<file path="src/rtl/ex_pkg.sv">
// Shared types for the ID/EX stage: forwarding-source select and the decoded
// control bundle carried from decode into execute.
package ex_pkg;

  typedef enum logic [1:0] {
    FWD_REG = 2'd0,
    FWD_MEM = 2'd1,
    FWD_WB  = 2'd2
  } fwd_sel_t;

  typedef struct packed {
    logic       reg_write;
    logic       mem_read;
    logic       mem_write;
    logic       branch;
    logic       jump;
    logic       op1_pc;
    logic       op2_imm;
    logic [3:0] alu_ctrl;
  } ex_ctrl_t;

  localparam ex_ctrl_t EX_CTRL_NOP = '0;

endpackage

</file>
<file path="src/rtl/id_ex_stage_fwd_unit.sv">
// Operand forwarding for one source register: EX/MEM beats MEM/WB beats the
// registered register-file value; x0 is never forwarded.
module fwd_unit
  import ex_pkg::*;
#(
  parameter int unsigned DATA_WIDTH = 32,
  parameter int unsigned ADDR_WIDTH = 5
) (
  input  logic [ADDR_WIDTH-1:0] rs_i,
  input  logic [ADDR_WIDTH-1:0] mem_rd_i,
  input  logic                  mem_reg_write_i,
  input  logic [DATA_WIDTH-1:0] mem_data_i,
  input  logic [ADDR_WIDTH-1:0] wb_rd_i,
  input  logic                  wb_reg_write_i,
  input  logic [DATA_WIDTH-1:0] wb_data_i,
  input  logic [DATA_WIDTH-1:0] reg_data_i,
  output logic [DATA_WIDTH-1:0] data_o,
  output fwd_sel_t              sel_o
);

  always_comb begin
    sel_o = FWD_REG;
    if (mem_reg_write_i && (mem_rd_i != '0) && (mem_rd_i == rs_i)) begin
      sel_o = FWD_MEM;
    end else if (wb_reg_write_i && (wb_rd_i != '0) && (wb_rd_i == rs_i)) begin
      sel_o = FWD_WB;
    end
  end

  always_comb begin
    unique case (sel_o)
      FWD_MEM: data_o = mem_data_i;
      FWD_WB:  data_o = wb_data_i;
      default: data_o = reg_data_i;
    endcase
  end

endmodule

</file>
<file path="src/rtl/id_ex_stage.sv">
// ID/EX pipeline register with MEM/WB operand forwarding, load-use stall with
// bubble insertion, and flush on a taken branch resolved in EX.
module id_ex_stage
  import ex_pkg::*;
#(
  parameter int unsigned DATA_WIDTH = 32,
  parameter int unsigned ADDR_WIDTH = 5
) (
  input  logic                  clk,
  input  logic                  rst_n,
  input  logic                  id_valid,
  input  logic [ADDR_WIDTH-1:0] id_rs1,
  input  logic [ADDR_WIDTH-1:0] id_rs2,
  input  logic [ADDR_WIDTH-1:0] id_rd,
  input  logic [DATA_WIDTH-1:0] id_rd1,
  input  logic [DATA_WIDTH-1:0] id_rd2,
  input  logic [DATA_WIDTH-1:0] id_imm,
  input  logic [DATA_WIDTH-1:0] id_pc,
  input  logic [3:0]            id_alu_ctrl,
  input  logic                  id_op1_pc,
  input  logic                  id_op2_imm,
  input  logic                  id_reg_write,
  input  logic                  id_mem_read,
  input  logic                  id_mem_write,
  input  logic                  id_branch,
  input  logic                  id_jump,
  input  logic [ADDR_WIDTH-1:0] mem_rd,
  input  logic                  mem_reg_write,
  input  logic [DATA_WIDTH-1:0] mem_result,
  input  logic [ADDR_WIDTH-1:0] wb_rd,
  input  logic                  wb_reg_write,
  input  logic [DATA_WIDTH-1:0] wb_result,
  input  logic                  ex_flush,
  output logic                  stall,
  output logic [DATA_WIDTH-1:0] ALUop1,
  output logic [DATA_WIDTH-1:0] ALUop2,
  output logic [3:0]            ALUctrl,
  output logic                  ex_valid,
  output logic [ADDR_WIDTH-1:0] ex_rd,
  output logic                  ex_reg_write,
  output logic                  ex_mem_read,
  output logic                  ex_mem_write,
  output logic                  ex_branch,
  output logic                  ex_jump,
  output logic [DATA_WIDTH-1:0] ex_store_data,
  output logic [DATA_WIDTH-1:0] ex_pc,
  output logic [DATA_WIDTH-1:0] ex_imm
);

  logic                  valid_q, valid_d;
  ex_ctrl_t              ctrl_q, ctrl_d;
  logic [ADDR_WIDTH-1:0] rs1_q, rs1_d, rs2_q, rs2_d, rd_q, rd_d;
  logic [DATA_WIDTH-1:0] rd1_q, rd1_d, rd2_q, rd2_d, imm_q, imm_d, pc_q, pc_d;

  logic                  load_use;
  logic [DATA_WIDTH-1:0] fwd1, fwd2;
  fwd_sel_t              fwd1_sel, fwd2_sel;

  assign load_use = valid_q & ctrl_q.mem_read & (rd_q != '0) & id_valid &
                    ((rd_q == id_rs1) | (rd_q == id_rs2));
  assign stall    = load_use & ~ex_flush;

  // Flush and bubble only clear valid; the stale payload is masked by gating.
  always_comb begin
    valid_d = valid_q;
    ctrl_d  = ctrl_q;
    rs1_d   = rs1_q;
    rs2_d   = rs2_q;
    rd_d    = rd_q;
    rd1_d   = rd1_q;
    rd2_d   = rd2_q;
    imm_d   = imm_q;
    pc_d    = pc_q;
    if (ex_flush || load_use) begin
      valid_d = 1'b0;
    end else begin
      valid_d          = id_valid;
      ctrl_d.reg_write = id_reg_write;
      ctrl_d.mem_read  = id_mem_read;
      ctrl_d.mem_write = id_mem_write;
      ctrl_d.branch    = id_branch;
      ctrl_d.jump      = id_jump;
      ctrl_d.op1_pc    = id_op1_pc;
      ctrl_d.op2_imm   = id_op2_imm;
      ctrl_d.alu_ctrl  = id_alu_ctrl;
      rs1_d            = id_rs1;
      rs2_d            = id_rs2;
      rd_d             = id_rd;
      rd1_d            = id_rd1;
      rd2_d            = id_rd2;
      imm_d            = id_imm;
      pc_d             = id_pc;
    end
  end

  always_ff @(posedge clk or negedge rst_n) begin
    if (!rst_n) begin
      valid_q <= 1'b0;
      ctrl_q  <= EX_CTRL_NOP;
      rs1_q   <= '0;
      rs2_q   <= '0;
      rd_q    <= '0;
      rd1_q   <= '0;
      rd2_q   <= '0;
      imm_q   <= '0;
      pc_q    <= '0;
    end else begin
      valid_q <= valid_d;
      ctrl_q  <= ctrl_d;
      rs1_q   <= rs1_d;
      rs2_q   <= rs2_d;
      rd_q    <= rd_d;
      rd1_q   <= rd1_d;
      rd2_q   <= rd2_d;
      imm_q   <= imm_d;
      pc_q    <= pc_d;
    end
  end

  fwd_unit #(.DATA_WIDTH(DATA_WIDTH), .ADDR_WIDTH(ADDR_WIDTH)) u_fwd1 (
    .rs_i           (rs1_q),
    .mem_rd_i       (mem_rd),
    .mem_reg_write_i(mem_reg_write),
    .mem_data_i     (mem_result),
    .wb_rd_i        (wb_rd),
    .wb_reg_write_i (wb_reg_write),
    .wb_data_i      (wb_result),
    .reg_data_i     (rd1_q),
    .data_o         (fwd1),
    .sel_o          (fwd1_sel)
  );

  fwd_unit #(.DATA_WIDTH(DATA_WIDTH), .ADDR_WIDTH(ADDR_WIDTH)) u_fwd2 (
    .rs_i           (rs2_q),
    .mem_rd_i       (mem_rd),
    .mem_reg_write_i(mem_reg_write),
    .mem_data_i     (mem_result),
    .wb_rd_i        (wb_rd),
    .wb_reg_write_i (wb_reg_write),
    .wb_data_i      (wb_result),
    .reg_data_i     (rd2_q),
    .data_o         (fwd2),
    .sel_o          (fwd2_sel)
  );

  // x0 must always read its register value, never a forwarded one.
  always_comb begin
    assert ((fwd1_sel == FWD_REG) || (rs1_q != '0));
    assert ((fwd2_sel == FWD_REG) || (rs2_q != '0));
  end

  assign ALUop1        = ctrl_q.op1_pc  ? pc_q  : fwd1;
  assign ALUop2        = ctrl_q.op2_imm ? imm_q : fwd2;
  assign ex_store_data = fwd2;
  assign ALUctrl       = ctrl_q.alu_ctrl;
  assign ex_valid      = valid_q;
  assign ex_rd         = rd_q;
  assign ex_reg_write  = ctrl_q.reg_write & valid_q;
  assign ex_mem_read   = ctrl_q.mem_read  & valid_q;
  assign ex_mem_write  = ctrl_q.mem_write & valid_q;
  assign ex_branch     = ctrl_q.branch    & valid_q;
  assign ex_jump       = ctrl_q.jump      & valid_q;
  assign ex_pc         = pc_q;
  assign ex_imm        = imm_q;

endmodule
</file>
<file path="config.mk">
export PLATFORM = sky130hd
export DESIGN_NAME = id_ex_stage
export DESIGN_NICKNAME = d
export VERILOG_FILES = /design/src/rtl/ex_pkg.sv /design/src/rtl/id_ex_stage_fwd_unit.sv /design/src/rtl/id_ex_stage.sv
export SDC_FILE = /design/constraint.sdc
export NUM_CORES = 1
export LEC_CHECK = 0
export CAP_MARGIN = 20
export CORE_AREA = 2 2 159 161
export DETAILED_ROUTE_END_ITERATION = 10
export DIE_AREA = 0 0 161 163
export PLACE_DENSITY_LB_ADDON = 0.3
export SETUP_SLACK_MARGIN = 0.15
export SLEW_MARGIN = 20
export SYNTH_ARGS = -nofsm -noshare
export SYNTH_HDL_FRONTEND = slang
export SYNTH_SLANG_ARGS = --single-unit
</file>
<file path="constraint.sdc">
create_clock -name clk -period 3 [get_ports clk]
set_input_delay 0.3 -clock clk [delete_from_list [all_inputs] [get_ports clk]]
set_output_delay 0.3 -clock clk [all_outputs]
set_load 0.03 [all_outputs]
</file>
* Word level (Yosys, flattened, before mapping)
Cells that the tools add are included.
Word-level totals: bits in registers 155
Operators by class: equality and inequality tests 10, mux-type cells 9, bitwise operators 11, reduce and logical (&&, ||, !) cells 10
Operators with widths (count):
- $pmux 32 s2 | 2
- $mux 32 | 2
- $eq 5x5->1 | 6
- $reduce_bool 5->1 | 3
- $and 1x1->1 | 9
- $mux 2 | 4
- $logic_and 1x1->1 | 6
- $eq 2x1->1 const B | 2
- $eq 2x2->1 const B | 2
- $logic_or 1x1->1 | 1
- $mux 1 | 1
- $not 1->1 | 1
- $or 1x1->1 | 1

* Longest topological paths before layout
depth after elaboration 8, gate-level depth with buffers 8, gate-level depth less buffers 5

* Hierarchy
From an unflattened synthesis, not the netlist that was laid out.
Unflattened totals: cell total of the unflattened synthesis 798, area, all modules 9791.9 um^2
Modules (own cells, without submodules):
- id_ex_stage | times used 1, cells an instance 428, area each 6809.0 um^2
- fwd_unit | times used 2, cells an instance 185, area each 1491.4 um^2

* Worst setup path before layout
Ideal clock, no wire load.
kind flip-flop to output port, start register rs2_q[3], end output port ALUop2[20], data arrival time 2470 ps, required time 2700 ps, path slack 230 ps, stages on the path, launching flop included 8, path buffers 2, cells stage by stage dfrtp_1 > xor2_1 > or4b_1 > buf_2 > buf_6 > nor4b_1 > a211oi_1 > o31ai_1
On the way: longest elaborated chain between the ends 7, elaborated cells on any way between the ends 10, classes of those cells eq/ne: 4; mux: 4; reduce/logical: 2
Ends and longest elaborated chain:
- start: declaration | RTL line id_ex_stage.sv:52 | logic [ADDR_WIDTH-1:0] rs1_q, rs1_d, rs2_q, rs2_d, rd_q, rd_d;
- start signal: assignment | RTL line id_ex_stage.sv:111 | rs2_q <= rs2_d;
- $eq 5x5->1 | RTL line id_ex_stage_fwd_unit.sv:25 | end else if (wb_reg_write_i && (wb_rd_i != '0) && (wb_rd_i == rs_i)) begin
- $logic_and 1x1->1 | RTL line id_ex_stage_fwd_unit.sv:25
- $mux 2 | RTL line id_ex_stage_fwd_unit.sv:25
- $mux 2 (*) | RTL line id_ex_stage_fwd_unit.sv:23 | if (mem_reg_write_i && (mem_rd_i != '0) && (mem_rd_i == rs_i)) begin
- $eq 2x2->1 or $eq 2x1->1 (tied branches) | RTL line id_ex_stage_fwd_unit.sv:31 | unique case (sel_o)
- $pmux 32 s2 (*) | RTL line id_ex_stage_fwd_unit.sv:31
- $mux 32 (*) | RTL line id_ex_stage.sv:153 | assign ALUop2 = ctrl_q.op2_imm ? imm_q : fwd2;
- end: declaration | RTL line id_ex_stage.sv:36 | output logic [DATA_WIDTH-1:0] ALUop2,
Every way passes the cells marked *; elsewhere a longest branch is shown, timed or not.

* Final worst setup path
start register rs2_q[3], end output port ALUop2[6]
Same word-level chain as after synthesis.

==> metrics.yaml <==
yosys:
  synth_cell_types: 39
  yosysTopAreaCell: "dfrtp_1"
  yosys_most_used_dff: "dfrtp_1"
  synth_enable_flop_cells: 0
  synth_top_area_share_pct: 43.3
  synth_cells: 806
  yosys_warnings: 0
  synth_common_cells: "dfrtp_1 (155), mux2_2 (118), mux2_1 (64)"
  synth.avg_cell_area_um2: 11.1
  syn-cell-area_mm2: 0.00897
  yosysMostFrequentCell: "dfrtp_1"
  yosysSeqAreaShare_pct: 43.3
  synth.area.top_cells: "dfrtp_1 (43%), mux2_2 (15%), mux2_1 (8.0%)"
  synth_nets: 1040
  async_reset_ff_share_pct: 100
  ys_seq_elements: 155
floorplanning:
  ios: 410
  start_util_pct: 36.3
  die-area_mm2: 0.0262
  die_y_um: 163
  core_mm2: 0.0247
  row_count: 58
  dieWidth_um: 161
finish:
  n_fill_cell: 2042
  final_cell_area_mm2: 0.0152
  drive_above_1_share_pct: 35.8
  final_nets: 1487
  seq_area_mm2: 0.00388
  multiInputGateArea_mm2: 0.00524
  final-instance-count-excl-fill: 1598
  final_util_pct: 61.7
  area_delta_synth_final_pct: 69.7
setup_path:
  crit_path_max_fanout: 4
  cp-start-kind: "register"
  worst-setup-path-type: "reg -> out"
  critical_path_required_ns: 2.70
  cp.arrival_ns: 2.79
  r2r_cells: 6
  cp-end-kind: "output pin"
route:
  avgViaCountPerCell: 5.35
  drt-total-wl_um: 37000
  vias: 8543
  drc: 0
  wire_per_inst_um: 23.1
  drt_iter0_drc: 499
  drtPass1Iterations: 5
  postRouteAntennaNets: 0
clocking:
  clock_sinks: 155
  cts_buffer_depth: 2
  clk_latency_ns: 0.43
  htree_levels: 4
  cts_buffers: 17
  cts_tree: "built"
  root_buffer: "clkbuf_16"
  clkTransAtPathRegs_ns: 0.07
sta:
  fin_skew_ns: 0.00989
  hold_viol: 0
  fin_crit_ns: 3.09
  setup_viol: 20
  hold_ws_ns: 0.406
  tightest_slew_ns: 0.600
  max_freq_ghz: 0.323
  timing.slew.headroom_pct: 60.0
  final_max_slew_viol_count: 0
  setup_slack_ns: -0.0945
  finalSetupTns_ns: -0.711
  rsz0062_at_grt: "yes"
  finalCritPeriodShare_pct: 103
place:
  port_buffers: 409
  dp_cells: 1543
  dp_hpwl_um: 27500
  postPlaceCellArea_mm2: 0.0137
  gp_congestion: 0.848
run:
  drv_cap: 0
power:
  leakagePower_uw: 0.00602
  vdd_drop_max_uv: 311
  combPwrFrac_pct: 39.1
  internal_power_uw: 4920
  p_per_area_mw_per_mm2: 508
  netSwitchingFraction_pct: 36.4
  seqPwrFrac_pct: 32.4
  p_clk_share_pct: 28.5
  switchingPower_uw: 2820
global_routing:
  grt_first_pass_wirelength_um: 53200
  grt_pass1_vias: 8773
  grt_max_degree: 62
  overflow: 0
  antenna_found_initial: 4
  grtUsageTotal_pct: 27.1
worst_hold_path:
  hold_class: "in -> async"
outcome:
  outcome: "finished, violations left"
  violations: "negative setup slack"
cells by family (layout without fill, tap and decap cells):
logic type             count (synthesis)  count (layout)  synth area share [%]
AO/OA/AOI/OAI                        118             118                  10.1
XOR/XNOR                              30              30                  2.93
buffers and inverters                 98             558                  5.85
flip-flops                           155             155                  43.3
multiplexers                         215             215                  26.5
other                                  0               2                     0
AND/OR/NAND/NOR                      190             190                  11.3
path summary, 6_finish.rpt:
| check | startpoint | to | slack (ns) |
|---|---|---|---|
| setup / recovery | rs2_q[3] | ALUop2[6] | -0.09 |
| hold / removal | rst_n | ex_imm[3] | 0.41 |
| setup reg to reg | ex_rd[1] | ctrl_q[4] | 0.47 |
| hold reg to reg | rd1_q[3] | rd1_q[3] | 0.49 |
| max in group asynchronous | rst_n | ctrl_q[4] | 1.81 |
| min in group clk | id_rd1[7] | rd1_q[7] | 0.46 |
cell type report:
cell class / count / area share, %
Multi-Input combinational cell: 553 / 34.4
Antenna cell: 2 / 0.0329
Sequential cell: 155 / 25.5
Tap cell: 330 / 2.71
Clock inverter: 14 / 0.987
Inverter: 15 / 0.370
Clock buffer: 18 / 2.82
Timing Repair Buffer: 511 / 33.1
critical path: stages (launching register included):
cell,delay (ns)
dfrtp_1,0.41
xor2_2,0.16
or4b_4,0.64
or3_4,0.46
buf_6,0.14
a211oi_4,0.28
o31ai_2,0.08
buf_4,0.18
what timing repair did:
| item | CTS | global route |
|---|---|---|
| buffers inserted | 10 | 5 |
| resized for setup | 109 | 57 |
| cloned | 4 | 1 |
| pin swaps | 23 | 21 |
| hold buffers | 1 | 0 |
| endpoints found under the setup margin | 96 | 97 |
| hold endpoints to repair | 58 | 0 |
metrics by stage:
step	worst slack, ns	power (uW)
finish	-0.0945	7740
CTS	-0.0883	7690
global route	-0.197	8040
global placement	-0.602	5290
detailed placement	-0.619	5320
floorplan	0.230	3940
power by group through the flow:
stage / Sequential, uW / Clock, uW / Combinational (uW)
final: 2510 / 2210 / 3020
after floorplan: 2650 / 0 / 1280
after global placement: 2520 / 0 / 2770
after global routing: 2530 / 2330 / 3170
after CTS: 2500 / 2250 / 2940
after detailed placement: 2530 / 0 / 2790
layout by cell type, fill, tap and decap left out, types with 9 or more instances in the layout:
master	synthesis	routed
a21oi_1	18	9
a221oi_2	0	12
a31oi_1	29	14
a31oi_2	0	15
buf_12	0	19
buf_4	16	155
buf_6	10	16
clkbuf_16	0	18
clkdlybuf4s50_1	0	304
dfrtp_1	155	152
inv_1	15	15
mux2_1	64	64
mux2_2	118	118
mux2i_1	33	24
nand2_1	37	37
nand2b_1	17	17
nand3_1	31	31
nor2_1	10	9
nor3_1	45	44
nor4_1	29	29
o31ai_1	34	19
o31ai_2	15	25
xnor2_1	20	18
sequential cells by signal (all words and copies together), names as in the netlist, 4 cells and up:
register,flops
rs1_q,5
rd2_q,32
ALUctrl,4
ex_imm,32
rd1_q,32
rs2_q,5
ex_pc,32
ctrl_q,7
ex_rd,5
layer usage:
layer	part of all wire [%]	track usage, %
met1	37	30.6
met5	0.062	0
met2	52	49.2
met4	3.0	9.54
met3	8.2	7.41
Power figures use the tool's default switching activity.
